File: src/rtl/seq_pkg.sv
// +----------------------------------------------------------------------+
// | Module      : seq_pkg                                                |
// | Description : Shared types and constants for the serial sequence     |
// |               detector (FSM state encoding, reset configuration).    |
// | Revision    : 1.0 - initial release                                  |
// +----------------------------------------------------------------------+
`default_nettype none

package seq_pkg;

  // Controller states; two bits leave one spare code that decodes to IDLE.
  typedef enum logic [1:0] {
    ST_IDLE = 2'd0,
    ST_RUN  = 2'd1,
    ST_DONE = 2'd2
  } state_e;

  // Pattern loaded at reset (oldest bit in the MSB).
  localparam int unsigned         C_DEFAULT_PAT_W   = 5;
  localparam logic [C_DEFAULT_PAT_W-1:0] C_DEFAULT_PATTERN = 5'b10101;

  // Match limit loaded at reset: a single match ends the run.
  localparam int unsigned         C_DEFAULT_LIMIT   = 1;

endpackage : seq_pkg

`default_nettype wire

File: src/rtl/seq_matcher.sv
// +----------------------------------------------------------------------+
// | Module      : seq_matcher                                            |
// | Description : Serial shift register with fill counter and compare.   |
// |               match_o flags the bit being sampled this cycle as the  |
// |               completing bit of a match; hit_o is its registered     |
// |               copy and serves as the one-cycle match pulse.          |
// | Revision    : 1.0 - initial release                                  |
// +----------------------------------------------------------------------+
`default_nettype none

module seq_matcher
  import seq_pkg::*;
#(
  parameter int PAT_W = 5
) (
  input  logic             clk,
  input  logic             rst,        // synchronous, active-low
  input  logic             clear_i,    // run entry: empty the window
  input  logic             en_i,       // sample x_i this cycle
  input  logic             x_i,
  input  logic [PAT_W-1:0] pattern_i,
  output logic             match_o,    // combinational, valid with en_i
  output logic             hit_o       // registered match pulse
);

  localparam int                FILL_W      = $clog2(PAT_W + 1);
  localparam logic [FILL_W-1:0] C_FILL_FULL = FILL_W'(PAT_W);
  localparam logic [FILL_W-1:0] C_FILL_LAST = FILL_W'(PAT_W - 1);

  logic [PAT_W-1:0]  seq_q;
  logic [PAT_W-1:0]  seq_d;
  logic [FILL_W-1:0] fill_q;
  logic [FILL_W-1:0] fill_d;
  logic              hit_q;

  // Next window contents and match decision for the bit sampled now;
  // matches are blocked until the window has been completely filled.
  always_comb begin
    seq_d   = {seq_q[PAT_W-2:0], x_i};
    fill_d  = (fill_q == C_FILL_FULL) ? fill_q : fill_q + 1'b1;
    match_o = en_i && (fill_q >= C_FILL_LAST) && (seq_d == pattern_i);
  end

  // Window, fill count and match pulse; the window is kept on a match so
  // overlapping occurrences are found.
  always_ff @(posedge clk) begin
    if (!rst) begin
      seq_q  <= '0;
      fill_q <= '0;
      hit_q  <= 1'b0;
    end else if (clear_i) begin
      seq_q  <= '0;
      fill_q <= '0;
      hit_q  <= 1'b0;
    end else begin
      hit_q <= match_o;
      if (en_i) begin
        seq_q  <= seq_d;
        fill_q <= fill_d;
      end
    end
  end

  assign hit_o = hit_q;

endmodule : seq_matcher

`default_nettype wire

File: src/rtl/seq_detect_ctrl.sv
// +----------------------------------------------------------------------+
// | Module      : seq_detect_ctrl                                        |
// | Description : Configurable serial pattern detector with run control, |
// |               match counting and limit-terminated runs.              |
// |               Optional no-match timeout enabled by SEQ_TIMEOUT_EN;   |
// |               without it the timeout port is tied low.               |
// | Revision    : 1.0 - initial release                                  |
// +----------------------------------------------------------------------+
`default_nettype none

module seq_detect_ctrl
  import seq_pkg::*;
#(
  parameter int PAT_W   = 5,
  parameter int CNT_W   = 8,
  parameter int TIMEOUT = 255
) (
  input  logic             clk,
  input  logic             rst,          // synchronous, active-low
  input  logic             x,
  input  logic             cfg_valid,
  output logic             cfg_ready,
  input  logic [PAT_W-1:0] cfg_pattern,
  input  logic [CNT_W-1:0] cfg_limit,
  input  logic             start,
  input  logic             abort,
  output logic             z,
  output logic [CNT_W-1:0] match_cnt,
  output logic             busy,
  output logic             done,
  output logic             timeout
);

  state_e           state_q;
  logic [PAT_W-1:0] pattern_q;
  logic [CNT_W-1:0] limit_q;
  logic [CNT_W-1:0] match_cnt_q;
  logic [CNT_W-1:0] match_cnt_d;
  logic             busy_q;
  logic             cfg_ready_q;
  logic             done_q;

  logic             mat_clear;
  logic             mat_en;
  logic             mat_match;
  logic             mat_hit;
  logic             limit_hit;
  logic             tmo_expire;

  // The matcher is emptied on run entry and samples x only in RUN; an
  // abort suppresses the sample so a coincident match is neither counted
  // nor pulsed.
  assign mat_clear = (state_q == ST_IDLE) && start;
  assign mat_en    = (state_q == ST_RUN) && !abort;

  seq_matcher #(
    .PAT_W (PAT_W)
  ) u_matcher (
    .clk       (clk),
    .rst       (rst),
    .clear_i   (mat_clear),
    .en_i      (mat_en),
    .x_i       (x),
    .pattern_i (pattern_q),
    .match_o   (mat_match),
    .hit_o     (mat_hit)
  );

  // Saturating match count and the limit test it feeds (limit 0 = endless).
  always_comb begin
    match_cnt_d = (&match_cnt_q) ? match_cnt_q : match_cnt_q + 1'b1;
    limit_hit   = (limit_q != '0) && (match_cnt_d == limit_q);
  end

`ifdef SEQ_TIMEOUT_EN
  localparam int               TMR_W       = (TIMEOUT < 1) ? 1 : $clog2(TIMEOUT + 1);
  localparam logic [TMR_W-1:0] C_TMR_LIMIT = TMR_W'(TIMEOUT);

  logic [TMR_W-1:0] timer_q;
  logic [TMR_W-1:0] timer_d;
  logic             timeout_q;

  // Cycles since run entry or the last match, including this one.
  always_comb begin
    timer_d    = timer_q + 1'b1;
    tmo_expire = (timer_d == C_TMR_LIMIT);
  end

  assign timeout = timeout_q;
`else
  logic unused_timeout_param;

  assign tmo_expire           = 1'b0;
  assign timeout              = 1'b0;
  assign unused_timeout_param = (TIMEOUT == 0);
`endif

  // Control FSM with configuration capture; every output is a register.
  always_ff @(posedge clk) begin
    if (!rst) begin
      state_q     <= ST_IDLE;
      pattern_q   <= PAT_W'(C_DEFAULT_PATTERN);
      limit_q     <= CNT_W'(C_DEFAULT_LIMIT);
      match_cnt_q <= '0;
      busy_q      <= 1'b0;
      cfg_ready_q <= 1'b1;
      done_q      <= 1'b0;
`ifdef SEQ_TIMEOUT_EN
      timer_q     <= '0;
      timeout_q   <= 1'b0;
`endif
    end else begin
      done_q <= 1'b0;
`ifdef SEQ_TIMEOUT_EN
      timeout_q <= 1'b0;
`endif
      // cfg_ready_q is high exactly in IDLE, so offers elsewhere stall.
      if (cfg_valid && cfg_ready_q) begin
        pattern_q <= cfg_pattern;
        limit_q   <= cfg_limit;
      end

      case (state_q)
        ST_IDLE: begin
          if (start) begin
            state_q     <= ST_RUN;
            busy_q      <= 1'b1;
            cfg_ready_q <= 1'b0;
            match_cnt_q <= '0;
`ifdef SEQ_TIMEOUT_EN
            timer_q     <= '0;
`endif
          end
        end

        ST_RUN: begin
          if (abort) begin
            state_q     <= ST_IDLE;
            busy_q      <= 1'b0;
            cfg_ready_q <= 1'b1;
          end else if (mat_match) begin
            match_cnt_q <= match_cnt_d;
`ifdef SEQ_TIMEOUT_EN
            timer_q     <= '0;
`endif
            if (limit_hit) begin
              state_q <= ST_DONE;
              busy_q  <= 1'b0;
            end
          end else if (tmo_expire) begin
            state_q     <= ST_IDLE;
            busy_q      <= 1'b0;
            cfg_ready_q <= 1'b1;
`ifdef SEQ_TIMEOUT_EN
            timeout_q   <= 1'b1;
            timer_q     <= '0;
`endif
          end else begin
`ifdef SEQ_TIMEOUT_EN
            timer_q <= timer_d;
`endif
          end
        end

        ST_DONE: begin
          state_q     <= ST_IDLE;
          done_q      <= 1'b1;
          cfg_ready_q <= 1'b1;
        end

        default: begin
          state_q     <= ST_IDLE;
          busy_q      <= 1'b0;
          cfg_ready_q <= 1'b1;
        end
      endcase
    end
  end

  assign cfg_ready = cfg_ready_q;
  assign z         = mat_hit;
  assign match_cnt = match_cnt_q;
  assign busy      = busy_q;
  assign done      = done_q;

endmodule : seq_detect_ctrl

`default_nettype wire

File: config.mk
export PLATFORM = sky130hd
export DESIGN_NAME = seq_detect_ctrl
export DESIGN_NICKNAME = d
export VERILOG_FILES = /design/src/rtl/seq_pkg.sv /design/src/rtl/seq_matcher.sv /design/src/rtl/seq_detect_ctrl.sv
export SDC_FILE = /design/constraint.sdc
export NUM_CORES = 1
export LEC_CHECK = 0
export BUFFER_PORTS_ARGS = -buffer_cell sky130_fd_sc_hd__buf_2
export CAP_MARGIN = 15
export CORE_ASPECT_RATIO = 0.6
export CORE_MARGIN = 2
export CORE_UTILIZATION = 40
export DETAILED_ROUTE_END_ITERATION = 8
export GPL_TIMING_DRIVEN = 0
export PLACE_DENSITY = 0.65
export REMOVE_ABC_BUFFERS = 1
export SLEW_MARGIN = 20
export SYNTH_ARGS = -nofsm -noshare
export SYNTH_HDL_FRONTEND = slang
export SYNTH_SLANG_ARGS = --single-unit
export TNS_END_PERCENT = 100
File: constraint.sdc
create_clock -name clk -period 3.7 [get_ports clk]
set_clock_uncertainty 0.1 [all_clocks]
set_input_delay 0 -clock clk [delete_from_list [all_inputs] [get_ports clk]]
set_output_delay 0 -clock clk [all_outputs]
set_load 0.005 [all_outputs]
==> metrics.yaml, run 1 <==
synth_top_cell_by_area: "dfxtp_1"
period_minus_slack_ns: 2.696
rsz0062_at_grt: "no"
seqCellArea_um2: 680.7
worstPathMaxFanout: 10
netlist_top_cells_count: "nand2_1, dfxtp_1, a21oi_1, nor2_1, clkbuf_1"
grt_pass1_vias: 1593
core_mm2: 0.004493
gp_congestion: 0.8816
cts_sinks: 34
routed_wl_mm: 4.434
yosys_warnings: 0
syn_inst: 231
clkTransAtPathRegs_ns: 0.07
slowest_stage: "o41ai_1"
p_leak_uw: 0.0009251
dp_cells: 311
yosysSeqAreaShare_pct: 37.06
internal-power_uw: 587.5
ir_drop_mv: 0.1868
seqPwrFrac_pct: 50.1
overflow: 0
cts.htree.levels: 2
numCtsBuffers: 5
cts_buffer_depth: 2
ys_types: 48
first_iter_violations: 101
wire_per_inst_um: 13.08
area_growth_pct: 25.61
die_h_um: 56.49
drv_slew: 0
grt_pass1_wl_mm: 7.493
synth_edf_count: 0
combPwrFrac_pct: 14.5
multiInputGateArea_mm2: 0.001065
clk_latency_ns: 0.28
status: "finished clean"
boundaryPins: 32
drc: 0
dp_hpwl_mm: 3.253
cts_hold_buf: 20
hold_depth: 4
yosysMostFrequentCell: "nand2_1"
drtAntennaViolNets: 0
n_antenna_cell: 0
synth_area_mm2: 0.001837
fin_tns_setup_ns: 0
setup_violations: 0
worstPathCellList: "ha_1 -> nand3_1 -> o41ai_1 -> a221o_1 -> a211oi_1 -> a31oi_1 -> nor2_1 -> o221a_1"
synth_area_leaders: "dfxtp_1, nand2_1, a21oi_1, xnor2_1, nor2_1"
layout.cells.non_filler: 339
worst_hold_path_type: "input port to flop"
post-cts-setup-buffers: 0
synth_top_flop_cell: "dfxtp_1"
drt-pass1-iter-count: 4
cap_violations: 0
period_share_pct: 72.87
synth-async-reset-ratio_pct: 0
cts_tree: "yes"
postSynthAreaPerCell_um2: 7.951
viasPerCell: 5.221
r2r_cells: 8
slowest_delay_ns: 0.54
post_cts_resized: 0
crit_required_ns: 3.77
p_sw_uw: 210.0
numPortBuffers: 30
antenna_found_initial: 0
cp-end-kind: "flop"
row_count: 19
arrival_ns: 2.77
startpoint_type: "flop"
fillers: 436
drive_gt1_share_pct: 15.94
initial_core_util_pct: 40.88
die_w_um: 91.48
grt.total_usage_pct: 18.08
dieArea_mm2: 0.005168
criticalPathCategory: "flop to flop"
swShare_pct: 26.33
cts_root_buffer: "clkbuf_8"
synth_top_cell_area_share_pct: 37.06
ys_ff_latch: 34
grt_max_degree: 15
vias: 1770
hold_viol: 0
fmax_mhz: 370.9
p_per_area_mw_per_mm2: 345.6
nNetsFinal: 297
pwr-share-clk_pct: 35.4
## critical path: cells and delay by family, from the launching register on
kind,cells,cell delay (ns)
AND/OR/NAND/NOR,2,0.39
flip-flops,1,0.45
adder cells (fa/ha/maj),1,0.27
AO/OA/AOI/OAI,5,1.36
## final cells by class
cell class | instances | share of cell area (%)
clock inverter | 2 | 0.5423
clock buffer | 6 | 3.579
inverter | 10 | 1.627
multi-input combinational | 174 | 46.15
timing repair buffer | 50 | 15.18
sequential | 34 | 29.50
tap | 63 | 3.416
## flip-flops by register name (all words and copies together), names as in the netlist
signal / flops
limit_q: 8
match_cnt: 8
pattern_q: 5
u_matcher.seq_q: 4
u_matcher.fill_q: 3
state_q: 2
busy: 1
cfg_ready: 1
done: 1
u_matcher.hit_o: 1
## per-layer routing
layer	vias up	global-route usage (%)	part of all wire, %
li1	906	-	-
met1	801	27.39	53
met2	61	24.79	38
met3	2	6.040	8.1
met4	0	3.247	0.41
met5	-	0	0
## cells by family (layout without fill, tap and decap cells)
group                    Yosys count  after routing  share of synthesized area [%]
AO/OA/AOI/OAI                     51             51                          19.14
adder cells (fa/ha/maj)            3              3                          2.044
AND/OR/NAND/NOR                  102            102                          28.07
buffers and inverters             23             68                          4.973
flip-flops                        34             34                          37.06
multiplexers                       4              4                          2.316
other                              1              1                         0.2042
XOR/XNOR                          13             13                          6.199
## path summary, 6_finish.rpt
check	slack, ns	to	startpoint
max reg2reg	1.00	busy	match_cnt[0]
min reg2reg	0.37	pattern_q[1]	pattern_q[1]
max	1.00	busy	match_cnt[0]
min	0.09	cfg_ready	start
## stage by stage
step | cell area (um2) | util [%] | total power, uW | hold slack [ns] | setup WS (ns)
floorplan | 1783 | - | 470.8 | -0.02817 | 1.394
global placement | 2012 | 44.78 | 503.7 | 0.1094 | 1.111
detailed placement | 2012 | 44.78 | 504.7 | 0.1145 | 1.062
CTS | 2307 | 51.35 | 803.9 | 0.08623 | 1.034
global route | 2307 | 51.35 | 840.7 | 0.1794 | 0.8516
finish | 2307 | 51.35 | 797.4 | 0.08732 | 1.004
## power by group through the flow
stage | Sequential (uW) | Combinational [uW] | Clock, uW
after detailed placement | 408 | 97.2 | 0
after global routing | 402 | 130 | 308
after global placement | 408 | 95.8 | 0
final | 400 | 116 | 282
after floorplan | 403 | 67.8 | 0
after CTS | 399 | 116 | 289
## cells in the final DEF, fill, tap and decap left out, types with 4 or more instances in the layout
cell type	instances
inv_1	10
xnor2_1	8
nand3_1	7
nand4_1	4
dlygate4sd3_1	20
dfxtp_1	34
nand2b_1	4
and3_1	5
nor2_1	18
a21oi_1	24
o21ai_0	4
nand2_1	44
clkbuf_8	6
xor2_1	5
buf_2	30
No activity file was read; power rests on OpenSTA's default activity.
==> run 2, diff against run 1 <==
PLACE_DENSITY = 0.68   (was 0.65)
clock period = 2.4 ns   (was 3.7 ns; I/O delays follow)
==> run 2 against run 1 <==
Die area stayed put. Worst hold slack better by 0.0066 ns. Non-clock buffer count is 4 higher. Wire length is 5.8% higher. First-iteration DRC count is 17% higher. Setup slack worse by 0.96 ns. Total power is 57% higher. Critical path depth is 1 lower. Sequential share of layout area is 0.60 points lower. Global-route usage is 0.57 points higher. Via count is 0.28% lower. Combinational power is 61% higher. Largest power group unchanged.
==> metrics.yaml, run 2 (synthesized netlist as in run 1, its figures left out) <==
slowest_stage: "nor4_1"
boundaryPins: 32  # unchanged
worst_hold_path_type: "input port to flop"
tightest_slew_ns: 0.5273
die_h_um: 56.49  # unchanged
clk_latency_ns: 0.29  # about the same
wire_per_inst_um: 13.68  # +4.6%
final_cell_mix: "nand2_1, dfxtp_1, buf_2, a21oi_1, dlygate4sd3_1"
die_w_um: 91.48  # unchanged
rsz0062_at_grt: "yes"
layout.cells.non_filler: 343  # +1.2%
numPortBuffers: 30  # unchanged
routed_wl_mm: 4.693  # +5.8%
vias: 1765  # -0.28%
cts_tree: "yes"
ir_drop_mv: 0.3600  # +93%
hold_viol: 0  # unchanged
p_per_area_mw_per_mm2: 526.7  # +52%
worstPathMaxFanout: 10  # unchanged
dp_hpwl_mm: 3.230  # -0.72%
clkTransAtPathRegs_ns: 0.07  # about the same
drive_gt1_share_pct: 21.07  # +5.1 points
maxSlewHeadroom_pct: 64.52
path_buf_inv: 0  # unchanged
crit_cells: 7  # -1
grt_max_degree: 15  # unchanged
n_antenna_cell: 0  # unchanged
dp_cells: 311  # unchanged
crit_required_ns: 2.49  # -1.28 ns
fmax_mhz: 424.4  # +14%
gp_congestion: 0.8386  # -4.9%
cts_root_buffer: "clkbuf_8"
first_iter_violations: 118  # +17%
period_share_pct: 98.17  # +25 points
cp-end-kind: "flop"
cts_sinks: 34  # unchanged
startpoint_type: "flop"
worstPathCellList: "ha_2 -> nand3_2 -> o211ai_1 -> o211ai_1 -> nor4_1 -> a31oi_2 -> o221a_1"
cp_top_family: "compound AO/OA/AOI/OAI gates"
r2r_cells: 7  # -1
nNetsFinal: 301  # +1.3%
row_count: 19  # unchanged
drt-pass1-iter-count: 4  # unchanged
viasPerCell: 5.146  # -1.4%
area_growth_pct: 29.16
cpMostUsedCell: "o211ai_1"
setup_violations: 0  # unchanged
p_leak_uw: 0.0009477  # +2.4%
period_minus_slack_ns: 2.356  # -0.3401 ns
cts.htree.levels: 2  # unchanged
initial_core_util_pct: 40.88  # unchanged
dieArea_mm2: 0.005168  # unchanged
hold_depth: 4  # unchanged
fin_tns_setup_ns: 0  # unchanged
grt.total_usage_pct: 18.65  # +0.57 points
core_mm2: 0.004493  # unchanged
status: "finished clean"
drc: 0  # unchanged
grt_pass1_vias: 1575  # -1.1%
cts_buffer_depth: 2  # unchanged
arrival_ns: 2.45  # -0.32 ns
final_common_cell: "nand2_1"
overflow: 0  # unchanged
grt_pass1_wl_mm: 7.672  # +2.4%
antenna_found_initial: 0  # unchanged
criticalPathCategory: "flop to flop"
cap_violations: 0  # unchanged
drtAntennaViolNets: 0  # unchanged
slowest_delay_ns: 0.42  # -0.12 ns
drv_slew: 0  # unchanged
numCtsBuffers: 5  # unchanged
run 2: per-stage QoR:
step / area (um2) / util [%] / worst slack (ns) / power [uW] / hold WS, ns
final: 2372 / 52.80 / 0.04400 / 1249 / 0.09395
after global routing: 2372 / 52.80 / -0.07869 / 1310 / 0.1128
after CTS: 2322 / 51.68 / 0.0007752 / 1252 / 0.09207
after detailed placement: 2012 / 44.78 / -0.2378 / 779.1 / 0.1162
after global placement: 2012 / 44.78 / -0.2263 / 775.9 / 0.1097
after floorplan: 1783 / - / 0.09447 / 725.8 / -0.02817
run 2: cell type report:
class | count | area [um2]
multi-input cells | 174 | 1095
well taps | 63 | 78.83
flip-flops and latches | 34 | 685.7
inverters | 10 | 37.54
repair buffers | 54 | 380.4
clock buffers | 6 | 82.58
clock inverters | 2 | 12.51
fillers | 417 | 2121
run 2: tightest hold or removal path, stage by stage:
cell and delay, ns:
buf_2 0.09, and2b_1 0.17, nor2_1 0.09, or3_1 0.10
run 2: repair_timing:
item,in CTS,in global routing
endpoints found under the setup margin,2,2
endpoints found under the hold margin,17,0
pin swaps,2,3
buffers inserted,0,4
hold buffers,20,0
resized for setup,6,6
run 2: layer usage:
| layer | vias up | share of wire (%) | global-route usage, % |
|---|---|---|---|
| li1 | 907 | - | - |
| met1 | 784 | 51 | 28.35 |
| met2 | 69 | 40 | 25.63 |
| met3 | 5 | 7.8 | 4.832 |
| met4 | 0 | 0.87 | 5.195 |
| met5 | - | 0 | 0 |
run 2: path summary, 6_finish.rpt:
path | start | endpoint | slack (ns)
max | match_cnt[0] | busy | 0.04
min | start | cfg_ready | 0.09
max reg2reg | match_cnt[0] | busy | 0.04
min reg2reg | u_matcher.seq_q[1] | u_matcher.seq_q[2] | 0.37
run 2: report_power, final:
group          internal [uW]  leakage, uW  total (uW)  switching [uW]
clock network            230    0.0000472         446             215
registers                589     0.000279         617            28.1
logic                   89.6     0.000621         187            96.9
total                    909     0.000948        1250             340
